**config.mk**
```make
export PLATFORM = sky130hd
export DESIGN_NAME = cla_frame_accum_flat
export DESIGN_NICKNAME = d
export VERILOG_FILES = /design/src/rtl/cla_frame_accum_pkg.sv /design/src/rtl/cla_frame_accum_if.sv /design/src/rtl/cla_frame_accum_add.sv /design/src/rtl/cla_frame_accum.sv /design/src/flat_wrapper.sv
export SDC_FILE = /design/constraint.sdc
export NUM_CORES = 1
export LEC_CHECK = 0
export ABC_AREA = 1
export ABC_CLOCK_PERIOD_IN_PS = 6000
export BUFFER_PORTS_ARGS = -buffer_cell sky130_fd_sc_hd__buf_2
export CAP_MARGIN = 5
export CORE_ASPECT_RATIO = 0.7
export CORE_MARGIN = 8
export CORE_UTILIZATION = 61
export DETAILED_ROUTE_END_ITERATION = 12
export HOLD_SLACK_MARGIN = 0.05
export PLACE_DENSITY = 0.86
export REMOVE_ABC_BUFFERS = 1
export SYNTH_ARGS = -nofsm -noshare
export SYNTH_HDL_FRONTEND = slang
export SYNTH_SLANG_ARGS = --single-unit
```
**constraint.sdc**
```tcl
create_clock -name i_clk -period 6 [get_ports i_clk]
set_clock_uncertainty 0.1 [all_clocks]
set_input_delay 1.2 -clock i_clk [delete_from_list [all_inputs] [get_ports i_clk]]
set_output_delay 1.2 -clock i_clk [all_outputs]
set_load 0.03 [all_outputs]
```
**src/rtl/cla_frame_accum_pkg.sv**
```systemverilog
// -----------------------------------------------------------------------------
// cla_frame_accum_pkg
// Shared definitions for the frame accumulator: FSM state encoding, operand
// and pair-sum widths, and the pair-sum helper used by the top.
// -----------------------------------------------------------------------------
package cla_frame_accum_pkg;

    localparam int OPW = 11;   // operand width from the upstream adder stage
    localparam int PSW = 12;   // pair-sum width: {carry, sum}

    typedef enum logic [1:0] {
        IDLE  = 2'd0,
        ACCUM = 2'd1,
        DRAIN = 2'd2,
        HOLD  = 2'd3
    } state_e;

    // 12-bit pair sum of zero-extended operands; bit 11 is the carry out.
    function automatic logic [PSW-1:0] pair_sum(input logic [OPW-1:0] a,
                                                input logic [OPW-1:0] b);
        return {1'b0, a} + {1'b0, b};
    endfunction

endpackage

```
**src/rtl/cla_frame_accum_if.sv**
```systemverilog
// -----------------------------------------------------------------------------
// cla_frame_accum_if
// Bundles the operand-pair handshake and the frame-result handshake.
//   i_valid / o_ready        : operand pair handshake
//   i_add1 / i_add2          : 11-bit operands
//   o_frame_valid / i_frame_ready : frame result handshake
//   o_frame_sum (ACC_W), o_ovf    : frame result
// Modports: master = producer/consumer side (testbench), slave = accumulator.
// -----------------------------------------------------------------------------
interface cla_frame_accum_if #(
    parameter int ACC_W = 16
);
    import cla_frame_accum_pkg::*;

    logic             i_valid;
    logic             o_ready;
    logic [OPW-1:0]   i_add1;
    logic [OPW-1:0]   i_add2;
    logic             o_frame_valid;
    logic             i_frame_ready;
    logic [ACC_W-1:0] o_frame_sum;
    logic             o_ovf;

    modport master (
        output i_valid, i_add1, i_add2, i_frame_ready,
        input  o_ready, o_frame_valid, o_frame_sum, o_ovf
    );

    modport slave (
        input  i_valid, i_add1, i_add2, i_frame_ready,
        output o_ready, o_frame_valid, o_frame_sum, o_ovf
    );

endinterface

```
**src/rtl/cla_frame_accum_add.sv**
```systemverilog
// -----------------------------------------------------------------------------
// cla_acc_add
// Combinational ACC_W-bit accumulate of a 12-bit pair sum.
//   acc_i : current accumulator
//   ps_i  : 12-bit pair sum, zero-extended before the add
//   acc_o : next accumulator value
//   cy_o  : carry out of bit ACC_W-1 (overflow indication)
// Build option: CLA_FRAME_ACCUM_SAT_EN clamps acc_o to all-ones on carry;
// otherwise the result wraps modulo 2^ACC_W.
// -----------------------------------------------------------------------------
module cla_acc_add
    import cla_frame_accum_pkg::*;
#(
    parameter int ACC_W = 16
) (
    input  logic [ACC_W-1:0] acc_i,
    input  logic [PSW-1:0]   ps_i,
    output logic [ACC_W-1:0] acc_o,
    output logic             cy_o
);

    logic [ACC_W:0] sum;

    assign sum  = {1'b0, acc_i} + (ACC_W+1)'(ps_i);
    assign cy_o = sum[ACC_W];

`ifdef CLA_FRAME_ACCUM_SAT_EN
    // Once clamped, any further non-zero add carries again and re-clamps,
    // so the value stays pinned for the rest of the frame.
    assign acc_o = cy_o ? {ACC_W{1'b1}} : sum[ACC_W-1:0];
`else
    assign acc_o = sum[ACC_W-1:0];
`endif

endmodule

```
**src/rtl/cla_frame_accum.sv**
```systemverilog
// -----------------------------------------------------------------------------
// cla_frame_accum
// Streaming accumulator: captures 11-bit operand pairs, forms their 12-bit
// sums and accumulates FRAME_LEN of them into an ACC_W-bit frame total that
// is offered on a result handshake.
//   i_clk : clock, rising edge
//   i_rst : synchronous active-high reset
//   bus   : cla_frame_accum_if.slave (pair handshake + frame result)
// Build option: CLA_FRAME_ACCUM_SAT_EN (saturating accumulate, in cla_acc_add).
// Pipeline: stage 1 registers the accepted pair, stage 2 adds its sum into
// the accumulator one cycle later. DRAIN covers that last stage-2 add.
// -----------------------------------------------------------------------------
module cla_frame_accum
    import cla_frame_accum_pkg::*;
#(
    parameter int ACC_W     = 16,
    parameter int FRAME_LEN = 8
) (
    input  logic             i_clk,
    input  logic             i_rst,
    cla_frame_accum_if.slave bus
);

    localparam int             CNT_W    = $clog2(FRAME_LEN + 1);
    localparam logic [CNT_W-1:0] CNT_LAST = CNT_W'(FRAME_LEN);

    state_e           state_q, state_d;
    logic [CNT_W-1:0] cnt_q, cnt_d, cnt_inc;
    logic [OPW-1:0]   opa_q, opb_q;
    logic             s1_vld_q;
    logic [ACC_W-1:0] acc_q, acc_nxt;
    logic             ovf_q, add_cy;
    logic             ready, accept, clr;

    // Ready is a function of state only (plus reset), never of i_valid.
    assign ready   = !i_rst && ((state_q == IDLE) ||
                                (state_q == ACCUM && cnt_q < CNT_LAST));
    assign accept  = bus.i_valid && ready;
    assign cnt_inc = cnt_q + 1'b1;

    cla_acc_add #(.ACC_W(ACC_W)) u_add (
        .acc_i (acc_q),
        .ps_i  (pair_sum(opa_q, opb_q)),
        .acc_o (acc_nxt),
        .cy_o  (add_cy)
    );

    always_comb begin
        state_d = state_q;
        clr     = 1'b0;
        case (state_q)
            IDLE:  if (accept) state_d = (FRAME_LEN == 1) ? DRAIN : ACCUM;
            ACCUM: if (accept && cnt_inc == CNT_LAST) state_d = DRAIN;
            DRAIN: state_d = HOLD;
            HOLD: begin
                if (bus.i_frame_ready) begin
                    state_d = IDLE;
                    clr     = 1'b1;
                end
            end
            default: state_d = IDLE;
        endcase
    end

    always_comb begin
        cnt_d = cnt_q;
        if (clr)         cnt_d = '0;
        else if (accept) cnt_d = cnt_inc;
    end

    always_ff @(posedge i_clk) begin
        if (i_rst) begin
            state_q  <= IDLE;
            cnt_q    <= '0;
            opa_q    <= '0;
            opb_q    <= '0;
            s1_vld_q <= 1'b0;
            acc_q    <= '0;
            ovf_q    <= 1'b0;
        end else begin
            state_q  <= state_d;
            cnt_q    <= cnt_d;
            s1_vld_q <= accept;
            if (accept) begin
                opa_q <= bus.i_add1;
                opb_q <= bus.i_add2;
            end
            // clr only fires in HOLD, where stage 1 is always empty.
            if (clr) begin
                acc_q <= '0;
                ovf_q <= 1'b0;
            end else if (s1_vld_q) begin
                acc_q <= acc_nxt;
                ovf_q <= ovf_q | add_cy;
            end
        end
    end

    assign bus.o_ready       = ready;
    assign bus.o_frame_valid = (state_q == HOLD);
    assign bus.o_frame_sum   = acc_q;
    assign bus.o_ovf         = ovf_q;

endmodule
```
**src/flat_wrapper.sv**
```systemverilog
// flat-port wrapper written by rule: the top's interface ports become plain ports
module cla_frame_accum_flat import cla_frame_accum_pkg::*;
#(
    parameter int ACC_W     = 16,
    parameter int FRAME_LEN = 8
)
  (i_clk, i_rst, bus_i_valid, bus_i_add1, bus_i_add2, bus_i_frame_ready, bus_o_ready, bus_o_frame_valid, bus_o_frame_sum, bus_o_ovf);
  cla_frame_accum_if #(.ACC_W(ACC_W)) bus_i ();
  input  logic i_clk;
  input  logic i_rst;
  input wire logic [$bits(bus_i.i_valid)-1:0] bus_i_valid;
  input wire logic [$bits(bus_i.i_add1)-1:0] bus_i_add1;
  input wire logic [$bits(bus_i.i_add2)-1:0] bus_i_add2;
  input wire logic [$bits(bus_i.i_frame_ready)-1:0] bus_i_frame_ready;
  output wire logic [$bits(bus_i.o_ready)-1:0] bus_o_ready;
  output wire logic [$bits(bus_i.o_frame_valid)-1:0] bus_o_frame_valid;
  output wire logic [$bits(bus_i.o_frame_sum)-1:0] bus_o_frame_sum;
  output wire logic [$bits(bus_i.o_ovf)-1:0] bus_o_ovf;
  assign bus_i.i_valid = bus_i_valid;
  assign bus_i.i_add1 = bus_i_add1;
  assign bus_i.i_add2 = bus_i_add2;
  assign bus_i.i_frame_ready = bus_i_frame_ready;
  assign bus_o_ready = bus_i.o_ready;
  assign bus_o_frame_valid = bus_i.o_frame_valid;
  assign bus_o_frame_sum = bus_i.o_frame_sum;
  assign bus_o_ovf = bus_i.o_ovf;
  cla_frame_accum #(.ACC_W(ACC_W), .FRAME_LEN(FRAME_LEN)) u_core (.i_clk(i_clk), .i_rst(i_rst), .bus(bus_i));
endmodule
```
==> run metrics, run 1 <==
status completed; RSZ-0062 raised after global routing no; Post-Route Setup TNS 0 ps; number of enable flip-flop cells after synthesis 0; met2 routed wirelength 2890 um; hpwl dp 4830 um; CTS clock-pin slew for the worst setup and hold paths 80 ps; wl on met1 2990 um; Final GP Congestion 0.895; Port Buffers 44; Die ar. 7250 um^2; first-pass GRT wire length 10,600 um; dominant synthesized flop cell dfxtp_1; Worst Setup End Kind output pin; post-route antenna net violation count 0; required time worst endpoint 4700 ps; DR vias 2,582; largest family of logic cells by synthesized area simple AND/OR/NAND/NOR gates; GR Overflow Total 0; pwr/cell area 361 nW/um^2; Final min period 3300 ps; Reg2Reg Launch Point u_core.bus.o_frame_sum[1]; layout cell share with drive strength beyond 1 14.9%; TritonCTS clock tree built; worst skew pair latency 300 ps; Max Fclk 303 MHz; Yosys reg bits 46; Hold Path Sink u_core.bus.o_ovf; final count of pins violating max slew 0; reg2reg end u_core.bus.o_frame_sum[9]; CORE AREA 4680 um^2; mux contribution to synthesized area 0%; Placed Cells incl. Taps 501; worst hold path depth 2; hold buffer count at CTS 0; nets 507; # DRC 0; Vias/cell 5.08; cell family with most CP delay buffers and inverters; row cnt 21; initial antenna violation count 0; non-filler instance count after layout 508; # clock sinks 46; die width 98.4 um; hold wc startpoint u_core.bus.o_ovf; most frequent CP cell buf_2; final setup violation count 0; Static Leak 1.76 nW; Slew @ Worst Pin 915 ps; Mapped Cells 411; crit path launch type primary input; path type of the worst setup path in -> out; total routed wirelength 6260 um; Avg WL per Cell 12.3 um; Final Hold Viols 0; Synthesis Warnings 0; adder-cell share of the synthesized area 16.1%; critical-path cell list buf_2, inv_2, nand2_1, inv_1, buf_2; Post-Syn Area 2900 um^2; io pins 45; postcts setup bufs 0; total iterations of the first detailed-routing run 4; post-synthesis compound-gate area fraction 5.96%; Max Root-Sink Buffers 2; Worst R2R Path Depth 12; relative slew slack 38.9%; total CTS buffers 5; post-synthesis xor/xnor area fraction 1.81%; filler cell count 415; hold_ws 353 ps; Max Cap Violations 0; Max H-tree Level 2; Critical path buffers and inverters 4; Starting DRT DRC Count 81; synthesis-to-layout area growth 11.3%; Post-CTS Resized 0; critical path arrival 2000 ps; Highest Signal Layer met4; worst setup margin 2700 ps; WL met3 309 um; VDD IR max 0.213 mV; slowest stage delay, CP 330 ps; worst reg-to-reg setup slack 3410 ps; ys async rst share 0%; Cell variety after synth 26; fin crit share 54.9%; Initial Util 62.0%; CP Launch Point i_rst; Avg Cell Area, Syn 7.05 um^2; post-synthesis sequential area ratio 31.8%; Global Route Usage Sum 17.7%; largest net degree at the start of global routing 30; vias in the first global route 2,452; Simple-Gate Fraction of Synth Area 33.8%; n_diodes 0; Crit-path slowest cell inv_2; Chip Height 73.7 um; CTS root buffer clkbuf_8; CP max FO 26; placement-stage worst setup slack 2700 ps; worst min path class reg -> reg
## where the power goes
group	switching [mW]	total, mW	internal [mW]
Combinational	0.316	0.500	0.185
Clock	0.102	0.235	0.133
Sequential	0.0649	0.430	0.365
## flip-flops by register name, summed over array words and instances, names as in the netlist
register                count
u_core.bus.o_frame_sum     16
u_core.opa_q               11
u_core.opb_q               11
u_core.cnt_q                4
u_core.state_q              2
u_core.bus.o_ovf            1
u_core.s1_vld_q             1
## synth_stat cells, types with 3 or more instances
library cell / count / area share, %
nand2_1: 123 / 16
inv_1: 59 / 7.6
dfxtp_1: 46 / 32
nand3_1: 45 / 7.8
nor2_1: 39 / 5.1
ha_1: 18 / 7.8
a21oi_1: 16 / 2.8
fa_1: 12 / 8.3
nand4_1: 6 / 1.3
o21ai_0: 6 / 1.0
nand2_2: 5 / 1.1
and2_1: 4 / 0.86
buf_2: 4 / 0.69
nor2_2: 4 / 0.86
xor2_1: 4 / 1.2
buf_6: 3 / 1.2
## worst min-delay path: stages, from the launching register on
cell and delay (ps):
dfxtp_1 310, inv_1 50, a21oi_1 50
## kinds of logic (layout without fill, tap and decap cells)
family          count (synthesis)  after routing
simple gates                  229            229
compound gates                 28             28
buf+inv                        72            112
flops                          46             46
fa+ha+maj                      30             30
xor+xnor                        6              6
## layout make-up
type,count,area [um^2],share of cell area [%]
Inverter,61,231,7.18
Tap cell,57,71.3,2.21
Sequential cell,46,921,28.5
Timing Repair Buffer,44,220,6.83
Clock buffer,6,82.6,2.56
Clock inverter,1,30.0,0.931
Multi-Input combinational cell,293,1670,51.7
## through the flow
stage	util, %	total power, mW	cell area (um^2)
3_5_place_dp	66.6	0.930	3110
2_1_floorplan	-	0.804	2820
4_1_cts	69.0	1.17	3230
3_3_place_gp	66.6	0.906	3110
5_1_grt	69.0	1.26	3230
6_report	69.0	1.16	3230
## placed cells by master (no fill, tap or decap), types with 4 or more instances in the layout
cell type | synthesis | layout
nand2_1 | 123 | 123
xor2_1 | 4 | 4
dfxtp_1 | 46 | 46
buf_2 | 4 | 44
nor2_2 | 4 | 4
and2_1 | 4 | 4
ha_1 | 18 | 18
o21ai_0 | 6 | 6
nand2_2 | 5 | 5
inv_1 | 59 | 59
fa_1 | 12 | 12
a21oi_1 | 16 | 16
nand3_1 | 45 | 45
clkbuf_8 | 0 | 6
nor2_1 | 39 | 39
nand4_1 | 6 | 6
## how the worst max path moves through the flow
stage                       end  slack (ps)  cells after the start
floorplan           bus_o_ready        2990                      3
global placement    bus_o_ready        2720                      5
detailed placement  bus_o_ready        2700                      5
CTS                 bus_o_ready        2690                      5
global route        bus_o_ready        2640                      5
finish              bus_o_ready        2700                      5
## per-layer routing
layer  global-route usage, %  vias up
met5                       0        -
met3                    4.54        6
met2                    30.1       63
li1                        -     1348
met1                    21.7     1165
met4                    5.41        0
Note: power is estimated with default switching activity, not from simulation.
==> run 2: changes to the inputs <==
--- a/config.mk
+++ b/config.mk
@@ -5,16 +5,16 @@
 export SDC_FILE = /design/constraint.sdc
 export NUM_CORES = 1
 export LEC_CHECK = 0
-export ABC_AREA = 1
-export ABC_CLOCK_PERIOD_IN_PS = 6000
+export ABC_AREA = 0
+export ABC_CLOCK_PERIOD_IN_PS = 2900
 export BUFFER_PORTS_ARGS = -buffer_cell sky130_fd_sc_hd__buf_2
 export CAP_MARGIN = 5
 export CORE_ASPECT_RATIO = 0.7
 export CORE_MARGIN = 8
-export CORE_UTILIZATION = 61
+export CORE_UTILIZATION = 51
 export DETAILED_ROUTE_END_ITERATION = 12
 export HOLD_SLACK_MARGIN = 0.05
-export PLACE_DENSITY = 0.86
+export PLACE_DENSITY = 0.77
 export REMOVE_ABC_BUFFERS = 1
 export SYNTH_ARGS = -nofsm -noshare
 export SYNTH_HDL_FRONTEND = slang
==> constraint.sdc (replaced) <==
create_clock -name i_clk -period 2.9 [get_ports i_clk]
set_clock_uncertainty 0.1 [all_clocks]
set_input_delay 0.58 -clock i_clk [delete_from_list [all_inputs] [get_ports i_clk]]
set_output_delay 0.58 -clock i_clk [all_outputs]
set_load 0.03 [all_outputs]
==> run 2 against run 1 <==
Die area rose by 8.2%. Setup slack got worse by 2500 ps. First-iteration DRC count is 73% higher. Combinational power up 73%. Sequential power is 97% higher. Sequential share of layout area increased by 1.7 points. Synthesized area decreased by 7.9%. Worst hold slack improved by 22 ps. Critical endpoint is now u_core.bus.o_frame_sum[9]. Largest power group unchanged. Highest routed layer unchanged.
==> run metrics, run 2 <==
status completed; worst min path class in -> reg; worst skew pair latency 290 ps; TritonCTS clock tree built; Port Buffers 44; Vias/cell 5.26; Final GP Congestion 0.826; largest area contributor in the netlist dfxtp_1; first-pass GRT wire length 9510 um; Placed Cells incl. Taps 406; Reg2Reg Launch Point u_core.bus.o_frame_sum[1]; reg2reg end u_core.bus.o_frame_sum[9]; final count of pins violating max slew 0; design area 3040 um^2; hold buffer count at CTS 0; max reg flops 16; postcts setup bufs 0; DP Area 2960 um^2; worst reg-to-reg setup slack 200 ps; non-filler instance count after layout 413; Mapped Cells 300; Final min period 2700 ps; path type of the worst setup path reg -> reg; Cell variety after synth 45; commonest non-fill, non-tap cells in the layout dfxtp_1, buf_2, nand2_1, nand2b_1, o21ai_0; layout cell share with drive strength beyond 1 17.9%; Avg WL per Cell 13.7 um; initial antenna violation count 0; required time worst endpoint 3040 ps; crit path to u_core.bus.o_frame_sum[9]; n_diodes 0; post-route antenna net violation count 0; Post-CTS Resized 0; number of enable flip-flop cells after synthesis 0; final setup violation count 0; Worst Setup End Kind register; CTS clock-pin slew for the worst setup and hold paths 80 ps; top-count cell post-synth dfxtp_1; fin crit share 93.0%; ys async rst share 0%; Slew @ Worst Pin 556 ps; critical path arrival 2830 ps; CTS root buffer clkbuf_8; Max Root-Sink Buffers 2; most common cell after layout, fill and taps aside dfxtp_1; Synthesis Warnings 0; Final Hold Viols 0; die width 102 um; total routed wirelength 5670 um; Avg Cell Area, Syn 8.90 um^2; total iterations of the first detailed-routing run 5; pwr/cell area 683 nW/um^2; Static Leak 1.39 nW; # clock sinks 46; fin util 59.1%; nets 397; relative slew slack 62.9%; total CTS buffers 5; post-synthesis sequential area ratio 34.5%; CP max FO 5; DR vias 2,172; vias in the first global route 2,054; Initial Util 51.8%; RSZ-0062 raised after global routing no; worst setup margin 204 ps; row cnt 22; largest net degree at the start of global routing 42; # DRC 0; Die ar. 7840 um^2; hpwl dp 4340 um; GR Overflow Total 0; synthesis-to-layout area growth 13.9%; top post-synthesis cells by area dfxtp_1, fa_1, ha_1, nand2b_1, nand2_1; Yosys reg bits 46; crit path launch type register; top cell type's share of synthesized area 34.5%; Max Fclk 371 MHz; worst hold path depth 3; Global Route Usage Sum 14.9%; Max H-tree Level 2; placement-stage worst setup slack 186 ps; CORE AREA 5150 um^2; io pins 45; VDD IR max 0.377 mV; dominant synthesized flop cell dfxtp_1; CP Launch Point u_core.bus.o_frame_sum[1]; Worst R2R Path Depth 9; Starting DRT DRC Count 140; Chip Height 76.5 um; Commonest cells post-synth dfxtp_1, nand2_1, nand2b_1, o21ai_0; Max Cap Violations 0; Post-Syn Area 2670 um^2
==> run 2: cell types whose count changed after synthesis, sizes merged, moves of 4 or more <==
cell and change:
nand2 -92, inv -50, nand3 -38, nor2 -31
nand2b +28, o21ai +23, a21o +9, mux2i +7
and2 -4, and3 +4, clkbuf +4, o31ai +4
or3 +4
==> run 2: worst min path at each step <==
stage	from	end	slack, ps
after floorplan	u_core.opa_q[10]	u_core.opa_q[10]	350
after global placement	u_core.opa_q[10]	u_core.opa_q[10]	370
after detailed placement	u_core.opa_q[5]	u_core.opa_q[5]	380
after CTS	bus_i_add1[9]	u_core.opa_q[9]	380
after global routing	bus_i_add1[4]	u_core.opa_q[4]	390
final	bus_i_add1[9]	u_core.opa_q[9]	370
==> run 2: critical path, stage by stage (launching register included) <==
cell and delay, ps:
dfxtp_1 340, fa_1 570, ha_1 180, inv_1 60
fa_2 370, nor2b_4 140, o31a_4 160, o211ai_1 120
a2111oi_1 440, nand3b_1 150
==> run 2: area by class of cell <==
type	count	area (um^2)
Clock buffer	7	76.3
Fill cell	476	2110
Inverter	12	45.0
Multi-Input combinational cell	228	1660
Sequential cell	46	921
Tap cell	72	90.1
Timing Repair Buffer	48	250
==> run 2: where the power goes <==
part | total, mW | switching, mW | internal [mW] | leakage [nW]
combinational | 0.864 | 0.520 | 0.344 | 0.972
clock | 0.365 | 0.199 | 0.166 | 0.0383
sequential | 0.846 | 0.102 | 0.744 | 0.376
total | 2.08 | 0.821 | 1.25 | 1.39
==> run 2: metrics by stage <==
step                      hold WS, ps  setup TNS, ps  total power, mW
final                             375              0             2.08
after global placement            373              0             1.69
after detailed placement          378              0             1.71
after floorplan                   355          -2960             1.47
after CTS                         375              0             2.08
after global routing              389              0             2.23
==> run 2: logic make-up after synthesis <==
logic type / Yosys count / synth area share [%]
buffers and inverters: 26 / 3.94
DFF: 46 / 34.5
xor gates and xnor gates: 6 / 1.97
and+or+nand+nor: 106 / 20.5
adders and majority gates: 30 / 17.4
AOI/OAI and AO/OA: 79 / 19.0
muxes: 7 / 2.63
==> run 2: layer usage <==
layer	vias up	global-route usage, %	wire length [um]
li1	1122	-	-
met1	994	20.1	2770
met2	49	22.1	2450
met3	7	5.02	394
met4	0	3.50	49
met5	-	0	0
